--- src/rtl/buf_min_reduce_if.sv ---
// Handshake and result bus between the master core / result-buffer mux and the
// buf_min_reduce stage.
interface buf_min_reduce_if #(
    parameter int ADDR_W = 6
);
    logic              start;
    logic              all_buf_flags;
    logic [ADDR_W-1:0] scan_addr;
    logic [31:0]       val_1_sel;
    logic [31:0]       val_2_sel;
    logic              busy;
    logic              done;
    logic              err;
    logic [31:0]       best_val_1;
    logic [31:0]       best_val_2;
    logic [ADDR_W-1:0] best_idx;

    // The master side also owns the buffer mux, so it returns val_*_sel for scan_addr.
    modport master (
        output start, all_buf_flags, val_1_sel, val_2_sel,
        input  scan_addr, busy, done, err, best_val_1, best_val_2, best_idx
    );

    modport slave (
        input  start, all_buf_flags, val_1_sel, val_2_sel,
        output scan_addr, busy, done, err, best_val_1, best_val_2, best_idx
    );
endinterface

--- src/rtl/buf_min_reduce.sv ---
// Minimum-score reduction over the per-core result buffers: waits for every worker
// flag, scans one core per cycle and reports the lowest buf_val_1 with its pair and index.
module buf_min_reduce #(
    parameter int NUM_CORES = 61,
    parameter int ADDR_W    = 6,
    parameter int TIMEOUT   = 1023
) (
    input  logic                Clk,
    input  logic                Reset_n,
    buf_min_reduce_if.slave     bus
);

    localparam int              TMR_W       = (TIMEOUT > 1) ? $clog2(TIMEOUT + 1) : 1;
    localparam bit              HAS_TIMEOUT = (TIMEOUT != 0);
    localparam logic [TMR_W-1:0]  TMR_LAST  = TMR_W'(TIMEOUT - 1);
    localparam logic [ADDR_W-1:0] ADDR_LAST = ADDR_W'(NUM_CORES - 1);

    typedef enum logic [1:0] {
        IDLE,
        WAIT_FLAGS,
        SCAN,
        DONE
    } state_t;

    state_t            state;
    logic [TMR_W-1:0]  timer;
    logic [ADDR_W-1:0] scan_addr;
    logic [31:0]       best_val_1;
    logic [31:0]       best_val_2;
    logic [ADDR_W-1:0] best_idx;
    logic              busy;
    logic              done;
    logic              err;

    // Core 0 always loads so the result names a real core even if every score is all-ones.
    logic take;
    assign take = (scan_addr == '0) || (bus.val_1_sel < best_val_1);

    // NOTE: the asynchronous reset lives in the sensitivity list so a reset mid-scan
    // clears the outputs at once, without waiting for a clock edge.
    always_ff @(posedge Clk or negedge Reset_n) begin
        if (!Reset_n) begin
            state      <= IDLE;
            timer      <= '0;
            scan_addr  <= '0;
            best_val_1 <= '0;
            best_val_2 <= '0;
            best_idx   <= '0;
            busy       <= 1'b0;
            done       <= 1'b0;
            err        <= 1'b0;
        end else begin
            // NOTE: non-blocking assignments throughout, so every branch reads the
            // pre-edge value of the state registers regardless of statement order.
            done <= 1'b0;
            case (state)
                IDLE: begin
                    if (bus.start) begin
                        state      <= WAIT_FLAGS;
                        busy       <= 1'b1;
                        err        <= 1'b0;
                        timer      <= '0;
                        scan_addr  <= '0;
                        best_val_1 <= '1;
                        best_val_2 <= '0;
                        best_idx   <= '0;
                    end
                end

                WAIT_FLAGS: begin
                    if (bus.all_buf_flags) begin
                        state <= SCAN;
                    end else begin
                        timer <= timer + 1'b1;
                        if (HAS_TIMEOUT && (timer == TMR_LAST)) begin
                            err   <= 1'b1;
                            busy  <= 1'b0;
                            state <= IDLE;
                        end
                    end
                end

                SCAN: begin
                    if (take) begin
                        best_val_1 <= bus.val_1_sel;
                        best_val_2 <= bus.val_2_sel;
                        best_idx   <= scan_addr;
                    end
                    // Hold on the last core rather than wrapping into unused mux slots.
                    if (scan_addr == ADDR_LAST) begin
                        state <= DONE;
                        busy  <= 1'b0;
                        done  <= 1'b1;
                    end else begin
                        scan_addr <= scan_addr + 1'b1;
                    end
                end

                DONE: begin
                    state <= IDLE;
                end

                default: begin
                    state <= IDLE;
                end
            endcase
        end
    end

    assign bus.scan_addr  = scan_addr;
    assign bus.best_val_1 = best_val_1;
    assign bus.best_val_2 = best_val_2;
    assign bus.best_idx   = best_idx;
    assign bus.busy       = busy;
    assign bus.done       = done;
    assign bus.err        = err;

endmodule

--- src/flat_wrapper.sv ---
// flat-port wrapper written by rule: the top's interface ports become plain ports
module buf_min_reduce_flat 
#(
    parameter int NUM_CORES = 61,
    parameter int ADDR_W    = 6,
    parameter int TIMEOUT   = 1023
)
  (Clk, Reset_n, bus_start, bus_all_buf_flags, bus_val_1_sel, bus_val_2_sel, bus_scan_addr, bus_busy, bus_done, bus_err, bus_best_val_1, bus_best_val_2, bus_best_idx);
  buf_min_reduce_if #(.ADDR_W(ADDR_W)) bus_i ();
  input  logic Clk;
  input  logic Reset_n;
  input wire logic [$bits(bus_i.start)-1:0] bus_start;
  input wire logic [$bits(bus_i.all_buf_flags)-1:0] bus_all_buf_flags;
  input wire logic [$bits(bus_i.val_1_sel)-1:0] bus_val_1_sel;
  input wire logic [$bits(bus_i.val_2_sel)-1:0] bus_val_2_sel;
  output wire logic [$bits(bus_i.scan_addr)-1:0] bus_scan_addr;
  output wire logic [$bits(bus_i.busy)-1:0] bus_busy;
  output wire logic [$bits(bus_i.done)-1:0] bus_done;
  output wire logic [$bits(bus_i.err)-1:0] bus_err;
  output wire logic [$bits(bus_i.best_val_1)-1:0] bus_best_val_1;
  output wire logic [$bits(bus_i.best_val_2)-1:0] bus_best_val_2;
  output wire logic [$bits(bus_i.best_idx)-1:0] bus_best_idx;
  assign bus_i.start = bus_start;
  assign bus_i.all_buf_flags = bus_all_buf_flags;
  assign bus_i.val_1_sel = bus_val_1_sel;
  assign bus_i.val_2_sel = bus_val_2_sel;
  assign bus_scan_addr = bus_i.scan_addr;
  assign bus_busy = bus_i.busy;
  assign bus_done = bus_i.done;
  assign bus_err = bus_i.err;
  assign bus_best_val_1 = bus_i.best_val_1;
  assign bus_best_val_2 = bus_i.best_val_2;
  assign bus_best_idx = bus_i.best_idx;
  buf_min_reduce #(.NUM_CORES(NUM_CORES), .ADDR_W(ADDR_W), .TIMEOUT(TIMEOUT)) u_core (.Clk(Clk), .Reset_n(Reset_n), .bus(bus_i));
endmodule
--- config.mk ---
export PLATFORM = sky130hd
export DESIGN_NAME = buf_min_reduce_flat
export DESIGN_NICKNAME = d
export VERILOG_FILES = /design/src/rtl/buf_min_reduce_if.sv /design/src/rtl/buf_min_reduce.sv /design/src/flat_wrapper.sv
export SDC_FILE = /design/constraint.sdc
export NUM_CORES = 1
export LEC_CHECK = 0
export CAP_MARGIN = 20
export CORE_ASPECT_RATIO = 1.4
export CORE_MARGIN = 2
export CORE_UTILIZATION = 25
export CTS_CLUSTER_DIAMETER = 150
export DETAILED_ROUTE_END_ITERATION = 10
export MAX_ROUTING_LAYER = met4
export PLACE_DENSITY = 0.54
export SKIP_CTS_REPAIR_TIMING = 1
export SLEW_MARGIN = 20
export SYNTH_ARGS = -nofsm -noshare
export SYNTH_HDL_FRONTEND = slang
export SYNTH_SLANG_ARGS = --single-unit
--- constraint.sdc ---
create_clock -name Clk -period 2.48 [get_ports Clk]
set_input_delay 0.496 -clock Clk [delete_from_list [all_inputs] [get_ports Clk]]
set_output_delay 0.496 -clock Clk [all_outputs]
set_load 0.02 [all_outputs]
==> reports/results.txt <==
clock latency reported for the late side of the worst-skew pair = 0.35 ns
Highest Clock Rate = 404 MHz
category of the worst setup path launch point = input port
max_slew headroom = 60.3%
top cells by area in the synthesized netlist = dfrtp_1 (46%), mux2i_1 (14%), ha_1 (9.9%), inv_1 (5.7%), nand2_1 (4.2%)
antenna violations before repair = 0
sequential cell area = 2280 sq um
flops & latches, synth = 91
first drt pass iteration count = 4
starting density of the core = 25.6%
synthesized area divided by synthesized cell count = 9.91 sq um
number of flops mapped to enable cells by yosys = 0
final critical-path share of the clock period = 99.8%
top cell type's share of synthesized area = 46.0%
fin nets = 794
Min Clock Period, post-route = 2.48 ns
growth of design area from synthesis to finish = 52.6%
number of H-tree levels = 3
Total Power = 0.0104 W
area of the mapped netlist = 4950 sq um
maximum number of pins on one net before global-route repair = 54
share of synthesized area occupied by flip-flops and latches = 46.0%
number of instances in the synthesized netlist = 499
Crit. Startpoint = bus_val_1_sel[31]
leading cell types by count after synthesis = dfrtp_1 (91), inv_1 (75), mux2i_1 (71)
CP max FO = 8
synth warn = 0
via count of the first global-routing pass = 4146
max-slew violation count = 0
Worst Max-Slew Pin Slew = 0.593 ns
WP depth = 9
GRT Total Usage = 13.1%
number of nets in the synthesized netlist = 606
Detail Placement HPWL = 10.2 mm
worst clock skew = 0.00936 ns
setup repair after global routing missed its margin = true
cell at the slowest stage of the critical path = clkdlybuf4s50_1
width of the chip = 123 um
worst vdd ir = 0.432 mV
Most used DFF post-synth = dfrtp_1
Rows = 60
Max Root-Sink Buffers = 2
DRC violation count after routing = 0
DRC violation total after the first TritonRoute iteration = 126
fraction of registers with async set or reset after synthesis = 100%
final WL = 14.0 mm
Worst EP required = 2.75 ns
setup TNS = 0 ns
critical path arrival = 2.74 ns
post-route cell area = 7550 sq um
core box area = 19300 sq um
Avg Vias per Cell = 4.39
delay of the slowest critical-path stage = 0.48 ns
clk root buf = clkbuf_16
number of maximum-capacitance violations = 0
count of clock tree sinks = 91
final hold slack = 0.131 ns
number of port buffers = 146
cell type with the largest total area after synthesis = dfrtp_1
number of diodes = 0
Final Hold Vio Count = 0
total via count after detailed routing = 4131
class of the tightest hold or removal check = in -> async
type of the worst setup path = in -> reg
clock buffers created by TritonCTS = 9
clock tree from TritonCTS = built
number of nets with antenna violations after detailed routing = 0
Power Density = 1370 nW/um^2
FF-to-FF path depth = 10
static leakage = 3.67 nW
io pins = 147
source of the worst register-to-register timing path = u_core.bus.best_val_1[9]
Placement Setup Slack = -0.633 ns
cell-by-cell listing of the critical path = clkdlybuf4s50_1 > ha_1 > buf_4 > a2111oi_4 > a32oi_2 > a31oi_4 > buf_6 > clkbuf_16 > mux2i_1
final setup violation count = 0
CP endpoint kind = flop
GRT overflow = 0
die boundary height = 170 um
standard cell area after detailed placement = 6920 sq um
fraction of layout instances using a drive strength above 1 = 13.9%
Worst Setup Slack, final = 0.00454 ns
most frequently used cell type in the post-synthesis netlist = dfrtp_1
filler cell count = 1855
cell class contributing the biggest share of worst-path delay = buffers and inverters
Worst Setup EP = u_core.bus.best_val_2[8]
routability congestion estimate from global placement = 0.785
clk slew on worst S/H paths = 0.06 ns
Worst R2R Setup Slack = 0.04 ns
Crit Reg-Reg Endpoint = u_core.bus.best_val_2[8]
wire length of the first global-routing pass = 20.8 mm
routed length per instance = 14.9 um
status = complete, no violations
Multi-input gate area = 2380 sq um
count of cell types in the netlist = 42
floorplan die area = 20900 sq um
critical path buffer and inverter count = 4
[cell usage in the layout (no fill, tap or decap), types with 2 or more instances in the layout]
cell type | Yosys | layout
ha_4 | 0 | 5
nand2b_1 | 2 | 2
nor3_1 | 2 | 2
dfrtp_2 | 0 | 2
clkbuf_16 | 0 | 13
and4_1 | 3 | 3
or2_2 | 2 | 2
mux2i_1 | 71 | 70
dlymetal6s2s_1 | 0 | 6
nand3_1 | 6 | 6
or3_1 | 3 | 3
a22o_1 | 2 | 2
buf_12 | 0 | 4
o21ai_0 | 12 | 10
dfrtp_1 | 91 | 89
nand3b_1 | 2 | 2
ha_2 | 0 | 2
a21oi_1 | 22 | 21
xor2_1 | 8 | 8
clkdlybuf4s50_1 | 0 | 139
inv_6 | 0 | 2
ha_1 | 39 | 32
a21o_1 | 2 | 2
and3_1 | 3 | 2
inv_2 | 0 | 5
buf_6 | 6 | 5
o22ai_1 | 2 | 2
buf_4 | 2 | 35
nor2_1 | 51 | 51
inv_1 | 75 | 70
nand2_1 | 56 | 56
nand4_1 | 9 | 9
[registers in the layout, summed over array words and instances, names as in the netlist, named ones only]
| register | count |
|---|---|
| u_core.bus.done | 1 |
| u_core.timer | 10 |
| u_core.bus.best_val_2 | 32 |
| u_core.bus.busy | 1 |
| u_core.bus.best_idx | 6 |
| u_core.bus.best_val_1 | 32 |
| u_core.bus.scan_addr | 6 |
| u_core.bus.err | 1 |
| u_core.state | 1 |
[per-layer routing]
layer	wire (um)	GRT usage, %	share of wire (%)	vias up
li1	-	-	-	2026
met1	6020	15.6	43	1993
met2	7220	22.2	51	90
met3	600	2.58	4.3	22
met4	195	4.15	1.4	0
met5	0	-	0	-
[kinds of logic (layout without fill, tap and decap cells)]
group	after synthesis	in the layout	share of synthesized area [%]
AO/OA/AOI/OAI	50	50	6.45
XOR/XNOR	9	9	1.59
flip-flops	91	91	46.0
AND/OR/NAND/NOR	145	145	13.1
buffers and inverters	93	286	8.35
multiplexers	72	72	14.7
adder cells (fa/ha/maj)	39	39	9.86
[stage by stage]
stage	util (%)	instances
floorplan	-	499
global placement	35.9	913
detailed placement	35.9	913
CTS	37.5	929
global route	39.1	940
finish	39.1	940
[cell type report]
cell class / count / area share, %
Sequential cell: 91 / 30.2
Tap cell: 248 / 4.11
Clock buffer: 10 / 3.17
Inverter: 76 / 3.78
Timing Repair Buffer: 194 / 26.2
Clock inverter: 6 / 0.945
Multi-Input combinational cell: 315 / 31.6
[power by group]
group          switching [W]  total (W)  internal [W]  leakage [nW]
sequential          0.000386    0.00246       0.00208          1.10
clock               0.000632    0.00145      0.000822         0.151
combinational        0.00318    0.00646       0.00328          2.42
total                0.00420     0.0104       0.00618          3.67
[worst min path at each step]
stage | from | endpoint | slack (ns) | cells after the start
after CTS | Reset_n | u_core.bus.best_val_1[26] | 0.14 | 1
after floorplan | Reset_n | asynchronous set/reset pin | 0.20 | 0
after detailed placement | u_core.bus.best_val_2[25] | u_core.bus.best_val_2[25] | 0.51 | 2
after global routing | Reset_n | u_core.bus.best_val_1[17] | 0.16 | 1
final | Reset_n | u_core.bus.best_val_1[17] | 0.13 | 1
after global placement | u_core.bus.best_val_2[28] | u_core.bus.best_val_2[28] | 0.51 | 2
Note: power is estimated with default switching activity, not from simulation.
